==> config.mk <==
export PLATFORM = sky130hd
export DESIGN_NAME = fir_coeff_loader
export DESIGN_NICKNAME = d
export VERILOG_FILES = /design/src/rtl/fir_coeff_loader.sv
export SDC_FILE = /design/constraint.sdc
export NUM_CORES = 1
export LEC_CHECK = 0
export ABC_AREA = 1
export CAP_MARGIN = 20
export CELL_PAD_IN_SITES_DETAIL_PLACEMENT = 1
export CELL_PAD_IN_SITES_GLOBAL_PLACEMENT = 2
export CORE_MARGIN = 5
export CORE_UTILIZATION = 33
export DETAILED_ROUTE_END_ITERATION = 7
export HOLD_SLACK_MARGIN = 0.1
export PLACE_DENSITY = 0.79
export SLEW_MARGIN = 20
export SYNTH_ARGS = -nofsm -noshare
export SYNTH_HDL_FRONTEND = slang
export SYNTH_SLANG_ARGS = --single-unit
==> constraint.sdc <==
create_clock -name clk -period 1.65 [get_ports clk]
set_input_delay 0.165 -clock clk [delete_from_list [all_inputs] [get_ports clk]]
set_output_delay 0.165 -clock clk [all_outputs]
set_load 0.03 [all_outputs]
==> src/rtl/fir_coeff_loader.sv <==
// Purpose : turns a framed byte stream (HDR_BYTE, NUM_COEFF big-endian words, XOR checksum) into FIR coefficient writes.
// Latency : one c_WE cycle after the last byte of each word; done/err one cycle after the checksum byte (or timeout).
// Backpressure: s_ready drops in IDLE, WRITE and FIN; an upstream stall longer than TIMEOUT-1 cycles aborts the frame with err.
//
// Ports:
//   clk, nrst               clock, asynchronous active-low reset
//   start                   begin a load (only honoured in IDLE)
//   s_valid/s_ready/s_data  byte stream in, transfer = s_valid & s_ready
//   c_WE/c_in/c_addr        coefficient write port to the FIR (c_in/c_addr hold between writes)
//   busy                    any state other than IDLE
//   done/err                single-cycle result pulses
module fir_coeff_loader #(
    parameter int         ORD        = 256,
    parameter int         COEFF_SIZE = 16,
    parameter logic [7:0] HDR_BYTE   = 8'hA5,
    parameter int         TIMEOUT    = 1024,
    localparam int        NUM_COEFF  = (ORD + 1) >> 1,
    localparam int        ADDR_W     = (NUM_COEFF > 1) ? $clog2(NUM_COEFF) : 1
) (
    input  logic                  clk,
    input  logic                  nrst,
    input  logic                  start,
    input  logic                  s_valid,
    input  logic [7:0]            s_data,
    output logic                  s_ready,
    output logic                  c_WE,
    output logic [COEFF_SIZE-1:0] c_in,
    output logic [ADDR_W-1:0]     c_addr,
    output logic                  busy,
    output logic                  done,
    output logic                  err
);

    localparam int BYTES = COEFF_SIZE / 8;
    localparam int BC_W  = (BYTES > 1) ? $clog2(BYTES) : 1;
    localparam int TO_W  = (TIMEOUT > 1) ? $clog2(TIMEOUT) : 1;

    localparam logic [ADDR_W-1:0] LAST_IDX  = ADDR_W'(NUM_COEFF - 1);
    localparam logic [BC_W-1:0]   LAST_BYTE = BC_W'(BYTES - 1);
    localparam logic [TO_W-1:0]   TO_LAST   = TO_W'(TIMEOUT - 1);

    typedef enum logic [2:0] {
        IDLE  = 3'd0,
        HDR   = 3'd1,
        RECV  = 3'd2,
        WRITE = 3'd3,
        CHK   = 3'd4,
        FIN   = 3'd5
    } state_t;

    state_t                  state_q;
    state_t                  state_d;
    logic [ADDR_W-1:0]       idx_q;
    logic [BC_W-1:0]         bcnt_q;
    logic [7:0]              csum_q;
    logic [TO_W-1:0]         to_cnt_q;
    logic [COEFF_SIZE-1:0]   word_q;
    logic [COEFF_SIZE-1:0]   c_in_q;
    logic [ADDR_W-1:0]       c_addr_q;
    logic                    ok_q;

    logic                    xfer;
    logic                    to_hit;
    logic                    waiting;
    logic [COEFF_SIZE-1:0]   word_next;

    assign xfer      = s_valid & s_ready;
    // States that wait on the stream are the only ones that can time out.
    assign waiting   = (state_q == HDR) || (state_q == RECV) || (state_q == CHK);
    assign to_hit    = waiting && !xfer && (to_cnt_q == TO_LAST);
    // MSB-first assembly; the shift also works when a word is a single byte.
    assign word_next = (word_q << 8) | COEFF_SIZE'(s_data);

    assign c_in   = c_in_q;
    assign c_addr = c_addr_q;

    // ---------------------------------------------------------------- state register
    always_ff @(posedge clk or negedge nrst) begin
        if (!nrst) begin
            state_q <= IDLE;
        end else begin
            state_q <= state_d;
        end
    end

    // ---------------------------------------------------------------- next state
    always_comb begin
        state_d = state_q;
        case (state_q)
            IDLE: begin
                if (start) state_d = HDR;
            end
            HDR: begin
                if (xfer && (s_data == HDR_BYTE)) state_d = RECV;
                else if (to_hit)                  state_d = FIN;
            end
            RECV: begin
                if (xfer && (bcnt_q == LAST_BYTE)) state_d = WRITE;
                else if (to_hit)                   state_d = FIN;
            end
            WRITE: begin
                state_d = (idx_q == LAST_IDX) ? CHK : RECV;
            end
            CHK: begin
                if (xfer || to_hit) state_d = FIN;
            end
            FIN: begin
                state_d = IDLE;
            end
            default: state_d = IDLE;
        endcase
    end

    // ---------------------------------------------------------------- outputs
    always_comb begin
        s_ready = 1'b0;
        c_WE    = 1'b0;
        busy    = 1'b1;
        done    = 1'b0;
        err     = 1'b0;
        case (state_q)
            IDLE:  busy    = 1'b0;
            HDR:   s_ready = 1'b1;
            RECV:  s_ready = 1'b1;
            WRITE: c_WE    = 1'b1;
            CHK:   s_ready = 1'b1;
            FIN: begin
                done = ok_q;
                err  = ~ok_q;
            end
            default: busy = 1'b0;
        endcase
    end

    // ---------------------------------------------------------------- datapath
    always_ff @(posedge clk or negedge nrst) begin
        if (!nrst) begin
            idx_q    <= '0;
            bcnt_q   <= '0;
            csum_q   <= '0;
            to_cnt_q <= '0;
            word_q   <= '0;
            c_in_q   <= '0;
            c_addr_q <= '0;
            ok_q     <= 1'b0;
        end else begin
            if (state_q == IDLE && start) begin
                idx_q    <= '0;
                bcnt_q   <= '0;
                csum_q   <= '0;
                to_cnt_q <= '0;
                ok_q     <= 1'b0;
            end

            // Idle-gap counter: saturates at TO_LAST, where the FSM leaves anyway.
            if (waiting) begin
                if (xfer)                     to_cnt_q <= '0;
                else if (to_cnt_q != TO_LAST) to_cnt_q <= to_cnt_q + 1'b1;
            end

            if (state_q == RECV && xfer) begin
                word_q <= word_next;
                csum_q <= csum_q ^ s_data;
                if (bcnt_q == LAST_BYTE) begin
                    bcnt_q   <= '0;
                    // Output registers are loaded only here, so they change
                    // exactly when the WRITE cycle presents them.
                    c_in_q   <= word_next;
                    c_addr_q <= idx_q;
                end else begin
                    bcnt_q <= bcnt_q + 1'b1;
                end
            end

            if (state_q == WRITE) begin
                idx_q <= idx_q + 1'b1;
            end

            // A timeout leaves ok_q at 0, so FIN reports err.
            if (state_q == CHK && xfer) begin
                ok_q <= (s_data == csum_q);
            end
        end
    end

endmodule

======== Yosys cells after proc, flatten, opt, wreduce, memory -nomap -nowiden ========
Index checks and enable logic that the tools add are counted.
storage, ports and cells
  word-level logic and storage cells ...... 71
  output and inout bits ................... 28
  bits in registers ....................... 61
  input port bits ......................... 12
cells by class
  bitwise gates (word level) .............. 4
  reductions and logical operators ........ 19
  equality and inequality tests ........... 12
  mux-type cells .......................... 24
  $add $sub $neg .......................... 3
operators by type and width
  operator                                                          number
  10-bit two-way mux                                                4
  3-bit two-way mux                                                 6
  8-bit two-way mux                                                 2
  16-bit by 8-bit OR with 16-bit output                             1
  3-bit case mux with 5 select lines                                1
  7-bit two-way mux                                                 2
  10-bit by 1-bit adder with 10-bit output (second input constant)  1
  10-bit == test (second input constant)                            1
  10-bit inequality test (second input constant)                    1
  1-bit two-way mux                                                 9
  8-bit == test                                                     1
  8-bit == test (second input constant)                             1
  8-bit bitwise XOR                                                 1
  7-bit by 1-bit adder with 7-bit output (second input constant)    1
  7-bit == test (second input constant)                             1
  1-bit logical AND                                                 7
  3-bit by 2-bit == test with 1-bit output (second input constant)  2
  3-bit == test (second input constant)                             2
  2-bit nonzero test                                                3
  5-bit OR reduction                                                1
  2-bit AND reduction                                               2
  3-bit by 1-bit == test with 1-bit output (second input constant)  1
  3-bit logical NOT                                                 1
  1-bit logical OR                                                  3
  7 further kinds                                                   7

======== Longest topological paths before layout ========
  depth in word-level cells ............... 10
  mapped depth ............................ 9
  gate-level depth less buffers ........... 9

======== Worst setup path before layout ========
OpenSTA, ideal clock, no wires.
  kind .................................... register to register
  start ................................... reg state_q[2]
  end ..................................... reg idx_q[5]
  setup slack ............................. 235 ps
  path buffers ............................ 0
  arrival ................................. 1,295 ps
  cell stages (with the launch flop) ...... 9
  required time ........................... 1,530 ps
  cells stage by stage .................... dfrtp_1 inv_2 nand2_1 inv_1 nand2_1 inv_1 nand3_1 o21ai_0 inv_1
on the way
  cells in the longest elaborated chain, start to end .. 3
  elaborated cells on any way between the ends .. 5
ends and longest elaborated chain
  item                                 line  source
  from (decl)                          51    state_t state_q;
  from (signal assigned)               82    state_q <= state_d;
  3-bit logical NOT                    147   if (state_q == IDLE && start) begin
  1-bit logical AND                    147
  2-bit nonzero test (no source line)  -
  to (signal assigned)                 176   idx_q <= idx_q + 1'b1;
  to (decl)                            53    logic [ADDR_W-1:0] idx_q;
Parallel ways exist; a longest one is shown, timed or not.
A chain may end at the register's enable or synchronous reset.

======== Worst setup path in the final report ========
  start ................................... reg c_addr_q[6], in the netlist c_addr[6]
  end ..................................... out c_addr[6]
RTL lines
  item                    line  source
  from (decl)             59    logic [ADDR_W-1:0] c_addr_q;
  from (signal assigned)  169   c_addr_q <= idx_q;
  to (decl)               28    output logic [ADDR_W-1:0] c_addr,
No word-level cell between the ends.

==> impl_metrics.env <==
export IMPL_timing_critical_path_required_ns=1.48
export IMPL_critical_path_buf_inv_count=1
export IMPL_floorplan_rows=33
export IMPL_routedWlPerCell_um=14.6
export IMPL_core_area_mm2=0.00830
export IMPL_path_delay_family="buffers and inverters"
export IMPL_cpPeakStageDelay_ns=0.68
export IMPL_setup_total_negative_slack_ns=0
export IMPL_period_needed_ns=1.58
export IMPL_number_of_different_library_cells_in_the_post_synthesis_netlist=29
export IMPL_layout_cells_most_common="sky130_fd_sc_hd__nand2_1"
export IMPL_pin_slew_with_the_least_headroom_to_its_limit_ns=0.448
export IMPL_syn_mean_instance_area_um2=9.13
export IMPL_timing_worst_setup_path_type="reg -> out"
export IMPL_async_flop_share_pct=100
export IMPL_grt_setup_unrepaired="false"
export IMPL_tritoncts_clock_tree="yes"
export IMPL_path_clk_slew_ns=0.08
export IMPL_syn_area_mm2=0.00284
export IMPL_fillerInstances=959
export IMPL_synth_flop_cell="sky130_fd_sc_hd__dfrtp_1"
export IMPL_vertical_die_dimension_um=103
export IMPL_slew_violations=0
export IMPL_report_final_setup_viol=0
export IMPL_power_leakage_nw=1.80
export IMPL_outcome="finished clean"
export IMPL_post_drt_via_cell_ratio=4.83
export IMPL_post_route_period_util_pct=96.1
export IMPL_ctsLongestPathBuffers=2
export IMPL_power_per_unit_of_standard_cell_area_mw_per_mm2=1170
export IMPL_worstPathCellList="clkdlybuf4s50_1"
export IMPL_timing_hold_violations_final=0
export IMPL_grt_remaining_overflow=0
export IMPL_numCtsBuffers=9
export IMPL_holdCritPathClass="in -> async"
export IMPL_flow_area_growth_from_synthesis_pct=30.5
export IMPL_floorplan_die_width_um=103
export IMPL_grt_pass1_wl_mm=12.5
export IMPL_grtUsageTotal_pct=15.3
export IMPL_antenna_cells_inserted=0
export IMPL_seq_area_frac_synth_pct=53.8
export IMPL_synth_enable_flop_cells=0
export IMPL_antenna_found_initial=0
export IMPL_vias=2355
export IMPL_synthXorXnorAreaFrac_pct=4.01
export IMPL_cts_max_level=3
export IMPL_final_layout_size_suffix_gt1_share_pct=18.0
export IMPL_worst_clock_skew_ns=0.0114
export IMPL_crit_path_top_delay_cell="sky130_fd_sc_hd__clkdlybuf4s50_1"
export IMPL_cp_end_kind="output pin"
export IMPL_initial_utilization_pct=34.2
export IMPL_synth_fa_ha_area_share_pct=0.881
export IMPL_clock_fmax_mhz=631
export IMPL_clk_root_buffer_cell="sky130_fd_sc_hd__clkbuf_8"
export IMPL_most_common_layout_cells="67 x sky130_fd_sc_hd__nand2_1, 59 x sky130_fd_sc_hd__dfrtp_1, 43 x sky130_fd_sc_hd__o21ai_0, 38 x sky130_fd_sc_hd__inv_1, 33 x sky130_fd_sc_hd__clkdlybuf4s50_1"
export IMPL_syn_num_nets=325
export IMPL_synth_mux_area_share_pct=3.83
export IMPL_first_global_vias=2510
export IMPL_drt_total_wl_mm=7.11
export IMPL_synth_compound_area_share_pct=12.1
export IMPL_grt_max_degree=34
export IMPL_synthSimpleGateAreaFrac_pct=18.9
export IMPL_fp_dieArea_mm2=0.0106
export IMPL_critPathLaunchType="flip-flop"
export IMPL_antenna_violating_nets_post_route=0
export IMPL_power_ir_vdd_worst_uv=415
export IMPL_total_power_mw=4.32
export IMPL_synth_top_family_by_area="simple AND/OR/NAND/NOR gates"
export IMPL_drt_pre_antenna_iters=4
export IMPL_placement_io_buffers=39
export IMPL_crit_path_max_fanout=2
export IMPL_dp_hpwl_mm=5.21
export IMPL_detailed_route_iter0_violations=43
export IMPL_num_io_pins=40
export IMPL_drv_max_cap_violation_count=0
export IMPL_syn_instance_count=311
export IMPL_gp_congestion=0.756
export IMPL_tritoncts_num_sinks=61
export IMPL_nets=392
export IMPL_synth_warning_count=0
export IMPL_postSynthRegisterBits=61
export IMPL_critical_path_arrival_ns=1.42
export IMPL_timing_max_slew_rel_slack_pct=70.1
export IMPL_detail_route_drc_violations=0
export IMPL_clk_latency_ns=0.35
==> worst min-delay path, stage by stage <==
cell	delay, ns
sky130_fd_sc_hd__dlygate4sd3_1	0.51
sky130_fd_sc_hd__buf_2	0.11
sky130_fd_sc_hd__buf_4	0.33
==> final cells by class <==
class,instances,area [um2],share of cell area (%)
clock buffer,9,124,3.34
clock inverter,7,82.6,2.23
inverter,42,160,4.32
multi-input combinational,203,1140,30.7
sequential,61,1530,41.3
tap,105,131,3.54
timing repair buffer,61,542,14.6
==> where the power goes <==
group          total (mW)  internal (mW)  switching (mW)  leakage [nW]
registers            1.84           1.70           0.134         0.820
clock network        1.40          0.720           0.683        0.0984
logic                1.08          0.397           0.682         0.882
total                4.32           2.82            1.50          1.80
==> synthesized netlist by cell type, types with 2 or more instances <==
cell type                  instances  area (um2)
sky130_fd_sc_hd__nand4_1           2        12.5
sky130_fd_sc_hd__o211ai_1          2        15.0
sky130_fd_sc_hd__nor2_4            2        22.5
sky130_fd_sc_hd__inv_2             3        11.3
sky130_fd_sc_hd__nand2_1          67         251
sky130_fd_sc_hd__a21oi_1           9        45.0
sky130_fd_sc_hd__dfrtp_1          61        1530
sky130_fd_sc_hd__clkbuf_1          3        11.3
sky130_fd_sc_hd__mux2_2            7        78.8
sky130_fd_sc_hd__nand2_4           3        33.8
sky130_fd_sc_hd__mux2_4            2        30.0
sky130_fd_sc_hd__xnor2_1           4        35.0
sky130_fd_sc_hd__a22o_1            4        35.0
sky130_fd_sc_hd__xor2_1            9        78.8
sky130_fd_sc_hd__nor3_1            3        15.0
sky130_fd_sc_hd__ha_1              2        25.0
sky130_fd_sc_hd__nand3_1          19        95.1
sky130_fd_sc_hd__inv_1            39         146
sky130_fd_sc_hd__nand3_4           2        35.0
sky130_fd_sc_hd__nor2_1           17        63.8
sky130_fd_sc_hd__o21ai_0          43         215
==> metrics by stage <==
| stage | instances | setup WS (ns) | instance area, um2 | util, % | hold slack (ns) |
|---|---|---|---|---|---|
| floorplan | 311 | 0.235 | 2840 | - | -0.131 |
| finish | 488 | 0.0651 | 3710 | 44.7 | 0.366 |
| CTS | 487 | 0.000860 | 3690 | 44.5 | 0.373 |
| global placement | 470 | 0.0902 | 3470 | 41.8 | 0.213 |
| detailed placement | 470 | 0.0550 | 3470 | 41.8 | 0.218 |
| global route | 488 | 0.00327 | 3710 | 44.7 | 0.393 |
==> repair_timing <==
action,in CTS,in global routing
buffers inserted,0,1
endpoints found under the setup margin,3,5
hold endpoints to repair,61,0
resized for setup,6,7
hold buffers,1,0
pin swaps,0,1
==> flip-flops by register name, summed over array words and instances, names as in the netlist <==
name and flops:
idx_q 7, bcnt_q 1, c_in 16, c_addr 7
csum_q 8, state_q 3, ok_q 1, word_q 8
to_cnt_q 10
==> final timing paths <==
| check | from | end | slack [ns] | cells past startpoint |
|---|---|---|---|---|
| max reg2reg | state_q[0] | c_addr[1] | 0.20 | 6 |
| max | c_addr[6] | c_addr[6] | 0.07 | 1 |
| min | nrst | c_in[10] | 0.37 | 3 |
| min reg2reg | c_in[10] | c_in[10] | 0.49 | 2 |
| max in group asynchronous | nrst | state_q[1] | 0.91 | 3 |
| min in group clk | c_in[10] | c_in[10] | 0.49 | 2 |
==> cell families after synthesis <==
logic type	Yosys count
xor gates and xnor gates	13
buffers and inverters	47
adders and majority gates	2
and+or+nand+nor	116
muxes	9
AOI/OAI and AO/OA	63
DFF	61
==> per-layer routing <==
metal  GRT usage [%]  part of all wire (%)
met5               0                     0
met4            4.48                  0.83
met3            3.92                   2.9
met2            23.7                    48
met1            21.3                    48
Power figures use the tool's default switching activity.
